`config.mk`:
```
export PLATFORM = sky130hd
export DESIGN_NAME = imem_loader
export DESIGN_NICKNAME = d
export VERILOG_FILES = /design/src/rtl/imem_pkg.sv /design/src/rtl/word_packer.sv /design/src/rtl/imem_loader.sv
export SDC_FILE = /design/constraint.sdc
export NUM_CORES = 1
export LEC_CHECK = 0
export ABC_AREA = 1
export BUFFER_PORTS_ARGS = -buffer_cell sky130_fd_sc_hd__buf_4
export CAP_MARGIN = 10
export CORE_AREA = 5 5 88 90
export DETAILED_ROUTE_END_ITERATION = 16
export DIE_AREA = 0 0 93 95
export PLACE_DENSITY = 0.73
export SYNTH_ARGS = -nofsm -noshare
export SYNTH_HDL_FRONTEND = slang
export SYNTH_SLANG_ARGS = --single-unit
```
`constraint.sdc`:
```
create_clock -name clk -period 4 [get_ports clk]
set_input_delay 0.4 -clock clk [delete_from_list [all_inputs] [get_ports clk]]
set_output_delay 0.4 -clock clk [all_outputs]
set_load 0.05 [all_outputs]
```
`src/rtl/imem_pkg.sv`:
```
// Shared constants and state encoding for the instruction-memory loader.
// Imported by the loader top and its byte-packing sub-module.
package imem_pkg;

   localparam int ADDR_W         = 8;
   localparam int DEPTH          = 256;
   localparam int BYTES_PER_WORD = 4;
   localparam int WORD_W         = 8 * BYTES_PER_WORD;

   typedef enum logic [1:0] {
      IDLE,
      RECV,
      WRITE,
      DONE
   } state_t;

endpackage : imem_pkg

```
`src/rtl/word_packer.sv`:
```
// Packs a big-endian byte stream into 32-bit words: the first byte pushed
// ends up in the most significant byte once four bytes have arrived.
module word_packer
   import imem_pkg::*;
(
   input  logic              clk,
   input  logic              reset,
   input  logic              clear,
   input  logic              push,
   input  logic [7:0]        byte_in,
   output logic [WORD_W-1:0] word,
   output logic              word_full
);

   localparam logic [1:0] LAST_IDX = 2'(BYTES_PER_WORD - 1);

   logic [1:0] byte_idx;

   // Flags the push that completes a word, so the caller can act in the same cycle.
   assign word_full = push && (byte_idx == LAST_IDX);

   // NOTE: sequential state uses non-blocking assignments so every flop samples
   // pre-edge values; blocking here would make the shift order-dependent.
   always_ff @(posedge clk) begin
      if (reset) begin
         word     <= '0;
         byte_idx <= '0;
      end else if (clear) begin
         byte_idx <= '0;
      end else if (push) begin
         word     <= {word[WORD_W-9:0], byte_in};
         byte_idx <= byte_idx + 2'd1;
      end
   end

endmodule : word_packer

```
`src/rtl/imem_loader.sv`:
```
// Instruction-memory loader: streams bytes into words, writes them from a base
// address with wrap-around, and holds the CPU off memory while loading.
module imem_loader #(
   parameter int ADDR_W = imem_pkg::ADDR_W,
   parameter int DEPTH  = imem_pkg::DEPTH
) (
   input  logic              clk,
   input  logic              reset,
   input  logic              start,
   input  logic [ADDR_W-1:0] base_addr,
   input  logic [ADDR_W:0]   word_count,
   input  logic [7:0]        byte_in,
   input  logic              byte_valid,
   output logic              byte_ready,
   output logic              wr_en,
   output logic [ADDR_W-1:0] wr_addr,
   output logic [31:0]       wr_data,
   output logic              cpu_hold,
   output logic              busy,
   output logic              done,
   output logic              error
);

   import imem_pkg::*;

   localparam logic [ADDR_W:0] DEPTH_W = (ADDR_W + 1)'(DEPTH);

   state_t            state;
   state_t            state_next;
   logic [ADDR_W-1:0] base_q;
   logic [ADDR_W-1:0] word_cnt;
   logic [ADDR_W:0]   count_q;
   logic              push;
   logic              word_full;
   logic              last_word;
   logic              start_bad;
   logic              start_empty;
   logic              start_ok;

   assign start_bad   = start && (word_count > DEPTH_W);
   assign start_empty = start && (word_count == '0);
   assign start_ok    = (state == IDLE) && start && !start_bad && !start_empty;
   assign last_word   = ({1'b0, word_cnt} == (count_q - 1'b1));
   assign push        = byte_valid && byte_ready;

   word_packer u_packer (
      .clk       (clk),
      .reset     (reset),
      .clear     (start_ok),
      .push      (push),
      .byte_in   (byte_in),
      .word      (wr_data),
      .word_full (word_full)
   );

   always_ff @(posedge clk) begin
      if (reset) state <= IDLE;
      else       state <= state_next;
   end

   // NOTE: the default assignment first keeps this block free of inferred latches.
   always_comb begin
      state_next = state;
      unique case (state)
         IDLE: begin
            if (start && !start_bad) state_next = start_empty ? DONE : RECV;
         end
         RECV:    if (word_full) state_next = WRITE;
         WRITE:   state_next = last_word ? DONE : RECV;
         DONE:    state_next = IDLE;
         default: state_next = IDLE;
      endcase
   end

   // Strobes decode straight from state, so byte_valid never reaches byte_ready.
   always_comb begin
      byte_ready = (state == RECV);
      wr_en      = (state == WRITE);
      cpu_hold   = (state != IDLE);
   end

   always_ff @(posedge clk) begin
      if (reset) begin
         base_q   <= '0;
         count_q  <= '0;
         word_cnt <= '0;
         wr_addr  <= '0;
         busy     <= 1'b0;
         done     <= 1'b0;
         error    <= 1'b0;
      end else begin
         busy  <= (state_next != IDLE);
         done  <= (state_next == DONE);
         error <= (state == IDLE) && start_bad;
         if (start_ok) begin
            base_q   <= base_addr;
            count_q  <= word_count;
            word_cnt <= '0;
         end
         // Address is computed as the word completes so it is ready in WRITE; it wraps mod DEPTH.
         if (word_full) wr_addr <= base_q + word_cnt;
         if ((state == WRITE) && !last_word) word_cnt <= word_cnt + 1'b1;
      end
   end

endmodule : imem_loader

```
==> results.yml, run 1 <==
place:
  placed_area_um2: 3860
  place_congestion: 0.891
  portBuffers: 74
  pre_cts_ws_ns: 1.43
  dp_hpwl_mm: 5.99
  post-place-cells: 585
min_path:
  hp-class: "in2reg"
  hold_depth: 3
setup_path:
  setup.worst_path.class: "reg2reg"
  critPathRequiredTime_ns: 4.21
  r2r_cells: 7
  cpMostUsedCell: "nand2_2"
  cp_max_fo: 35
  max_stage_delay_ns: 0.59
  start_kind: "register"
  cp.arrival_ns: 2.78
  cp-end-kind: "register"
  slowest_stage: "inv_2"
  crit_path_cell_trace: "inv_1 > nor2_2 > nand2_2 > inv_2 > nand2_2 > a211oi_1 > o21ai_0"
yosys:
  synth_area_leaders: "dfxtp_1 44%, nand2_1 14%, a21oi_1 9.8%"
  netlist_area_um2: 3280
  syn_avg_cell_area_um2: 7.35
  synth_fa_ha_area_frac: 0.0442
  yosysSeqAreaShare: 0.439
  ys_ff_latch: 72
  synth_xor_area_frac: 0.0347
  yosys.area_share.simple: 0.256
  syn_nets: 487
  yosysWarnings: 0
  synth_top_area_cell: "dfxtp_1"
  ys.flop_type: "dfxtp_1"
  synth-compound-area-share: 0.153
  async_flop_share: 0
  synth_top_family_by_area: "simple AND/OR/NAND/NOR gates"
  synth_top_area_frac: 0.439
  synth_mux_area_frac: 0
  synth_cell_type_count: 31
  synthCells: 447
  synth_edf_count: 0
timing:
  setup_violations: 0
  finClkSkew_ns: 0.00771
  rsz0062_at_grt: "no"
  fmax_mhz: 389
  slew_headroom: 0.335
  tightest_slew_ns: 0.995
  fin_ws_ns: 1.43
  fin_tns_setup_ns: 0
  slew_viol_final: 0
  fin_crit_ns: 2.57
  finalCritPeriodShare: 0.642
  final_hold_viol_count: 0
global_route:
  grt_pass1_vias: 2944
  grt_first_pass_wirelength_mm: 13.7
  antenna_found_initial: 0
  grt_max_degree: 53
  overflow: 0
  grt.total_usage: 0.196
clock_tree:
  ctsHtreeMaxLevel: 3
  hold_buffers: 0
  clock_sinks: 72
  numCtsBuffers: 9
  cts-resized-gates: 0
  root_buffer: "clkbuf_8"
  cts.clk_slew.worst_paths_ns: 0.09
  cts_buffer_depth: 2
  insertion_delay_ns: 0.35
  cts_tree: "yes"
  post_cts_buffers: 0
power_and_ir_drop:
  p_leak_nw: 1.80
  p_per_area_nw_per_um2: 402
  vdd_drop_max_mv: 0.360
  p_total_mw: 1.63
die:
  io_pins: 75
  dieHeight_um: 95
  die-area_um2: 8840
  dieWidth_um: 93
  core_area_um2: 6980
  start_util: 0.470
  fp-row-count: 31
routing:
  drc_errors: 0
  finalWirelength_mm: 8.23
  highest_layer: "met4"
  postRouteAntennaNets: 0
  vias: 3116
  wl_met3_um: 537
  vias_per_cell: 5.18
  wl_met1_mm: 3.69
  wl_per_cell_um: 13.7
  met2WireLength_mm: 3.84
  drtIter0Drc: 225
  dr.pass1.iters: 4
final_layout:
  fin_area_um2: 4050
  n_fill_cell: 665
  final_cell_mix: "119 x nand2_1, 75 x buf_4, 72 x dfxtp_1, 64 x a21oi_1, 38 x inv_1"
  drive_above_1_share: 0.202
  final_common_cell: "nand2_1"
  fin_nets: 554
  antennaDiodeCount: 0
  syn_to_final_growth_pct: 23.2
  instances_no_fill: 601
status:
  status: "complete, no violations"
flow_run:
  drv_cap: 0
==> final cells by class <==
class,count,area (um2),share of cell area
inverters,41,154,0.0380
repair buffers,75,563,0.139
flip-flops and latches,72,1440,0.356
clock buffers,9,124,0.0306
well taps,82,103,0.0254
clock inverters,7,61.3,0.0152
multi-input cells,315,1600,0.395
==> routing by layer <==
metal  global-route usage  vias to the layer above
li1                     -                     1584
met1                0.251                     1428
met2                0.317                       89
met3               0.0510                       15
met4               0.0769                        0
met5                    0                        -
==> synthesized netlist by cell type, drive strengths merged, types with 2 or more instances <==
| library cell | n |
|---|---|
| o21ai | 24 |
| clkbuf | 15 |
| inv | 41 |
| nand3 | 35 |
| xor2 | 11 |
| o21bai | 2 |
| nand4 | 2 |
| dfxtp | 72 |
| o21a | 2 |
| nand2 | 123 |
| nor2 | 28 |
| xnor2 | 2 |
| a211oi | 2 |
| a21oi | 65 |
| nand3b | 4 |
| buf | 4 |
| ha | 10 |
==> path summary, 6_finish.rpt <==
check	start	slack (ns)	endpoint
worst min-delay path	byte_in[0]	0.30	u_packer.word[0]$_SDFFE_PP0P_
worst max-delay path	state[0]$_SDFF_PP0_	1.43	busy$_SDFF_PP0_
worst max register to register	state[0]$_SDFF_PP0_	1.43	busy$_SDFF_PP0_
worst min register to register	u_packer.word[24]$_SDFFE_PP0P_	0.47	u_packer.word[24]$_SDFFE_PP0P_
==> flip-flops by register name (all words and copies together) (netlist names) <==
signal	cells
base_q	8
busy	1
count_q	9
done	1
error	1
state	2
u_packer.byte_idx	2
u_packer.word	32
word_cnt	8
wr_addr	8
==> cell families after synthesis <==
| family | Yosys count |
|---|---|
| DFF | 72 |
| and+or+nand+nor | 195 |
| buffers and inverters | 60 |
| xor gates and xnor gates | 13 |
| adders and majority gates | 11 |
| AOI/OAI and AO/OA | 96 |
==> stage by stage <==
stage	util	hold slack, ns
global placement	0.553	0.455
floorplan	-	0.444
global route	0.580	0.268
CTS	0.580	0.284
finish	0.580	0.303
detailed placement	0.553	0.462
==> where the power goes <==
part	switching (mW)	internal, mW	total [mW]
registers	0.0236	0.746	0.770
clock network	0.305	0.238	0.543
logic	0.214	0.0989	0.313
==> critical path: cells and delay by family, from the launching register on <==
kind | cells | cell delay [ns]
buffers and inverters | 2 | 0.68
flip-flops | 1 | 0.37
AO/OA/AOI/OAI | 2 | 0.58
AND/OR/NAND/NOR | 3 | 0.80
No activity file was read; power rests on OpenSTA's default activity.
==> inputs of run 2 (changes only) <==
Clock period 4 ns to 2.53 ns, I/O delays scaled along.
==> run 2 against run 1 <==
  * Non-clock buffer count grew 4
  * Die area stayed put
  * Sequential share of layout area is 0.61 points lower
  * Register-to-register slack got worse by 0.95 ns
  * Core utilization is 1.0 points higher
  * Via count increased by 1.3%
  * Sequential cell count stayed put
  * Clock-buffer cell count stayed put
  * Setup slack got worse by 0.95 ns
  * Global-route usage rose by 0.38 points
  * Largest power group unchanged
==> results.yml, run 2 (synthesis results as in run 1) <==
power_and_ir_drop:
  p_sw_frac: 0.306
  p_per_area_nw_per_um2: 669
  seqPwrFrac: 0.441
  power.share.clock: 0.373
  vdd_drop_max_mv: 0.396
  p_leak_nw: 1.84
  p_switching_mw: 0.841
  p_int_mw: 1.91
  p_total_mw: 2.75
  p_comb_frac: 0.185
min_path:
  hold_depth: 3
  min_to: "u_packer.word[0]$_SDFFE_PP0P_"
  hp-class: "in2reg"
  hp-start: "byte_in[0]"
timing:
  slew_viol_final: 0
  fin_tns_setup_ns: 0
  tightest_slew_ns: 0.557
  rsz0062_at_grt: "no"
  setup_violations: 0
  slew_headroom: 0.628
  fmax_mhz: 488
  finClkSkew_ns: 0.0146
  finalCritPeriodShare: 0.810
  fin_crit_ns: 2.05
  final_hold_viol_count: 0
global_route:
  grt_max_degree: 53
  grt.total_usage: 0.200
  grt_pass1_vias: 2984
  antenna_found_initial: 0
  overflow: 0
  grt_first_pass_wirelength_mm: 14.0
routing:
  drtIter0Drc: 180
  drc_errors: 0
  wl_per_cell_um: 14.0
  dr.pass1.iters: 5
  postRouteAntennaNets: 0
  vias: 3158
  vias_per_cell: 5.22
  finalWirelength_mm: 8.49
setup_path:
  rrSetupSlack_ns: 0.48
  cp.arrival_ns: 2.29
  r2r-start: "word_cnt[0]$_SDFFE_PP0P_"
  setup.worst_path.class: "reg2reg"
  critPathRequiredTime_ns: 2.78
  r2r_cells: 10
  start_kind: "register"
  reg2reg_to: "wr_addr[6]$_SDFFE_PP0P_"
  cp-end-kind: "register"
  cp_max_fo: 6
clock_tree:
  numCtsBuffers: 9
  post_cts_buffers: 0
  cts.clk_slew.worst_paths_ns: 0.08
  root_buffer: "clkbuf_8"
  cts_tree: "yes"
  cts_buffer_depth: 2
  hold_buffers: 0
  cts-resized-gates: 0
  ctsHtreeMaxLevel: 3
  clock_sinks: 72
  insertion_delay_ns: 0.35
status:
  status: "complete, no violations"
final_layout:
  reg.largest.list: "u_packer.word: 32 flops, count_q: 9 flops"
  n_fill_cell: 639
  fin_nets: 558
  multi_input_area_um2: 1600
  largest_reg_flops: 32
  register_area_um2: 1440
  final_cell_mix: "119 x nand2_1, 79 x buf_4, 72 x dfxtp_1, 64 x a21oi_1, 38 x inv_1"
  antennaDiodeCount: 0
  drive_above_1_share: 0.208
  final_common_cell: "nand2_1"
  syn_to_final_growth_pct: 25.3
  top_register: "u_packer.word"
  instances_no_fill: 605
die:
  io_pins: 75
  dieWidth_um: 93
  die-area_um2: 8840
  start_util: 0.470
  core_area_um2: 6980
  fp-row-count: 31
  dieHeight_um: 95
place:
  portBuffers: 74
  place_congestion: 0.950
  dp_hpwl_mm: 6.12
  post-place-cells: 589
flow_run:
  drv_cap: 0
==> run 2: worst max path at each step <==
stage          slack [ns]                      from                 endpoint  cells past startpoint
5_1_grt              0.30  word_cnt[0]$_SDFFE_PP0P_  wr_addr[6]$_SDFFE_PP0P_                     10
2_1_floorplan        0.67       state[0]$_SDFF_PP0_          busy$_SDFF_PP0_                      7
3_5_place_dp         0.55  word_cnt[0]$_SDFFE_PP0P_  wr_addr[6]$_SDFFE_PP0P_                     10
4_1_cts              0.50  word_cnt[0]$_SDFFE_PP0P_  wr_addr[6]$_SDFFE_PP0P_                     10
6_report             0.48  word_cnt[0]$_SDFFE_PP0P_  wr_addr[6]$_SDFFE_PP0P_                     10
3_3_place_gp         0.59  word_cnt[0]$_SDFFE_PP0P_  wr_addr[6]$_SDFFE_PP0P_                     10
==> run 2: power by group through the flow <==
stage	Clock [mW]	Combinational, mW	Sequential [mW]
after floorplan	0	0.305	1.29
after global placement	0	0.502	1.24
after detailed placement	0	0.509	1.24
after CTS	1.04	0.510	1.22
after global routing	1.10	0.559	1.22
final	1.03	0.510	1.22
==> run 2: layout make-up <==
cell class	instances	share of cell area
clock buffers	9	0.0301
clock inverters	7	0.0246
inverters	41	0.0374
multi-input cells	315	0.389
flip-flops and latches	72	0.350
well taps	82	0.0249
repair buffers	79	0.144
==> run 2: critical path: stages, from the launching register on <==
cell      delay [ns]
dfxtp_1         0.45
ha_1            0.21
inv_1           0.05
fa_1            0.40
o21ai_0         0.28
nand2_1         0.10
nand2_1         0.09
a21oi_1         0.07
xnor2_1         0.12
o21bai_1        0.12
inv_1           0.05
==> run 2: metrics by stage <==
step                 util  worst slack, ns  area, um2  hold slack (ns)
CTS                 0.590            0.501       4120            0.147
global placement    0.557            0.592       3890            0.455
finish              0.590            0.481       4120            0.159
detailed placement  0.557            0.554       3890            0.459
global route        0.590            0.304       4120            0.149
floorplan               -            0.675       3280            0.392
==> run 2: layer usage <==
| layer | vias up | track usage | share of wire |
|---|---|---|---|
| met4 | 0 | 0.0916 | 0.020 |
| met1 | 1443 | 0.259 | 0.45 |
| li1 | 1601 | - | - |
| met5 | - | 0 | 0 |
| met2 | 98 | 0.315 | 0.47 |
| met3 | 16 | 0.0494 | 0.061 |
==> inputs of run 3 (changes only) <==
Clock period 2.53 ns to 2.11 ns, I/O delays scaled along.
==> run 3 against run 2 <==
  * Combinational power up 22%
  * Critical path depth unchanged
  * Core utilization up 0.45 points
  * Clock-buffer cell count unchanged
  * Global-route usage down 0.58 points
  * Sequential cell count unchanged
  * Highest routed layer unchanged
==> results.yml, run 3 (synthesis results as in run 1) <==
status:
  status: "complete, no violations"
power_and_ir_drop:
  vdd_drop_max_mv: 0.673
  power.share.clock: 0.350
  seqPwrFrac: 0.456
  p_sw_frac: 0.318
  p_switching_mw: 1.01
  p_leak_nw: 1.86
  p_total_mw: 3.19
  p_comb_frac: 0.195
  p_int_mw: 2.18
  p_per_area_nw_per_um2: 770
die:
  start_util: 0.470
  dieHeight_um: 95
  io_pins: 75
  die-area_um2: 8840
  core_area_um2: 6980
  fp-row-count: 31
  dieWidth_um: 93
setup_path:
  cp.arrival_ns: 2.10
  cp_max_fo: 2
  path_buf_inv: 2
  crit_path_cell_trace: "ha_1 > inv_1 > fa_1 > o21ai_0 > nand2_1 > nand2_1 > a21oi_1 > xnor2_1 > o21bai_1 > inv_1"
  max_stage_delay_ns: 0.38
  cp-end-kind: "register"
  critPathTopFamily: "adder cells"
  setup.worst_path.class: "reg2reg"
  start_kind: "register"
  slowest_stage: "fa_1"
  critPathRequiredTime_ns: 2.35
clock_tree:
  insertion_delay_ns: 0.34
  hold_buffers: 0
  cts.clk_slew.worst_paths_ns: 0.09
  clock_sinks: 72
  numCtsBuffers: 9
  root_buffer: "clkbuf_8"
  ctsHtreeMaxLevel: 3
  cts-resized-gates: 0
  cts_buffer_depth: 2
  post_cts_buffers: 0
  cts_tree: "yes"
timing:
  fin_crit_ns: 1.87
  finClkSkew_ns: 0.0115
  final_hold_viol_count: 0
  fmax_mhz: 536
  finalCritPeriodShare: 0.884
  setup_violations: 0
  fin_tns_setup_ns: 0
  slew_headroom: 0.639
  slew_viol_final: 0
  rsz0062_at_grt: "no"
  tightest_slew_ns: 0.541
global_route:
  grt.total_usage: 0.194
  antenna_found_initial: 0
  overflow: 0
  grt_pass1_vias: 2881
  grt_max_degree: 52
  grt_first_pass_wirelength_mm: 13.6
final_layout:
  reg.largest.list: "u_packer.word: 32 flops, count_q: 9 flops"
  largest_reg_flops: 32
  antennaDiodeCount: 0
  fin_nets: 565
  final_cell_mix: "119 x nand2_1, 86 x buf_4, 72 x dfxtp_1, 64 x a21oi_1, 38 x inv_1"
  top_register: "u_packer.word"
  final_common_cell: "nand2_1"
  drive_above_1_share: 0.219
  syn_to_final_growth_pct: 26.3
min_path:
  hp-class: "in2reg"
routing:
  finalWirelength_mm: 8.38
  vias: 3082
  wl_per_cell_um: 13.7
  vias_per_cell: 5.04
  dr.pass1.iters: 4
  drc_errors: 0
  postRouteAntennaNets: 0
  drtIter0Drc: 256
flow_run:
  drv_cap: 0
place:
  place_congestion: 0.947
  portBuffers: 74
  dp_hpwl_mm: 6.11
## run 3: cell count changes in the layout (fill, tap and decap cells not counted)
cell and delta:
buf_4 +7, bufinv_16 -1, clkinv_2 -1, clkinv_4 +2
clkinvlp_4 +1, inv_8 -1
## run 3: layer usage
layer,GRT usage,vias to the layer above,part of all wire
met5,0,-,0
met4,0.0586,0,0.011
met3,0.0526,6,0.064
met2,0.301,86,0.47
met1,0.265,1381,0.46
li1,-,1609,-
## run 3: worst reg2reg max path: cells and delay by family, from the launching register on
kind,cells,cell delay (ns)
compound gates,3,0.47
fa+ha+maj,2,0.56
buf+inv,2,0.10
xor+xnor,1,0.12
simple gates,2,0.17
flops,1,0.34
## run 3: area by class of cell
class / count / area, um2
Inverter: 41 / 154
Timing Repair Buffer: 86 / 646
Fill cell: 654 / 2830
Multi-Input combinational cell: 315 / 1600
Sequential cell: 72 / 1440
Clock buffer: 9 / 124
Tap cell: 82 / 103
Clock inverter: 7 / 80.1
## run 3: per-stage QoR
| stage | utilization | setup slack (ns) | area [um2] | std cells | hold slack [ns] |
|---|---|---|---|---|---|
| after floorplan | - | 0.255 | 3280 | 447 | 0.350 |
| after global placement | 0.565 | 0.322 | 3940 | 596 | 0.452 |
| after global routing | 0.594 | 0.0172 | 4150 | 612 | 0.104 |
| after CTS | 0.594 | 0.237 | 4150 | 612 | 0.105 |
| after detailed placement | 0.565 | 0.257 | 3940 | 596 | 0.458 |
| final | 0.594 | 0.245 | 4150 | 612 | 0.115 |
## run 3: final timing paths
path                            from                       endpoint  slack [ns]  depth (start not counted)
max           base_q[0]$_SDFFE_PP0P_        wr_addr[6]$_SDFFE_PP0P_        0.24                         10
min                       byte_in[0]  u_packer.word[0]$_SDFFE_PP0P_        0.12                          3
max reg2reg   base_q[0]$_SDFFE_PP0P_        wr_addr[6]$_SDFFE_PP0P_        0.24                         10
min reg2reg  wr_addr[0]$_SDFFE_PP0P_        wr_addr[0]$_SDFFE_PP0P_        0.47                          2
## run 3: power by group through the flow
stage                     clock network [mW]  registers (mW)  logic [mW]
after floorplan                            0            1.55       0.366
after global placement                     0            1.48       0.614
after detailed placement                   0            1.49       0.621
after CTS                               1.13            1.45       0.624
after global routing                    1.20            1.46       0.687
final                                   1.12            1.45       0.622
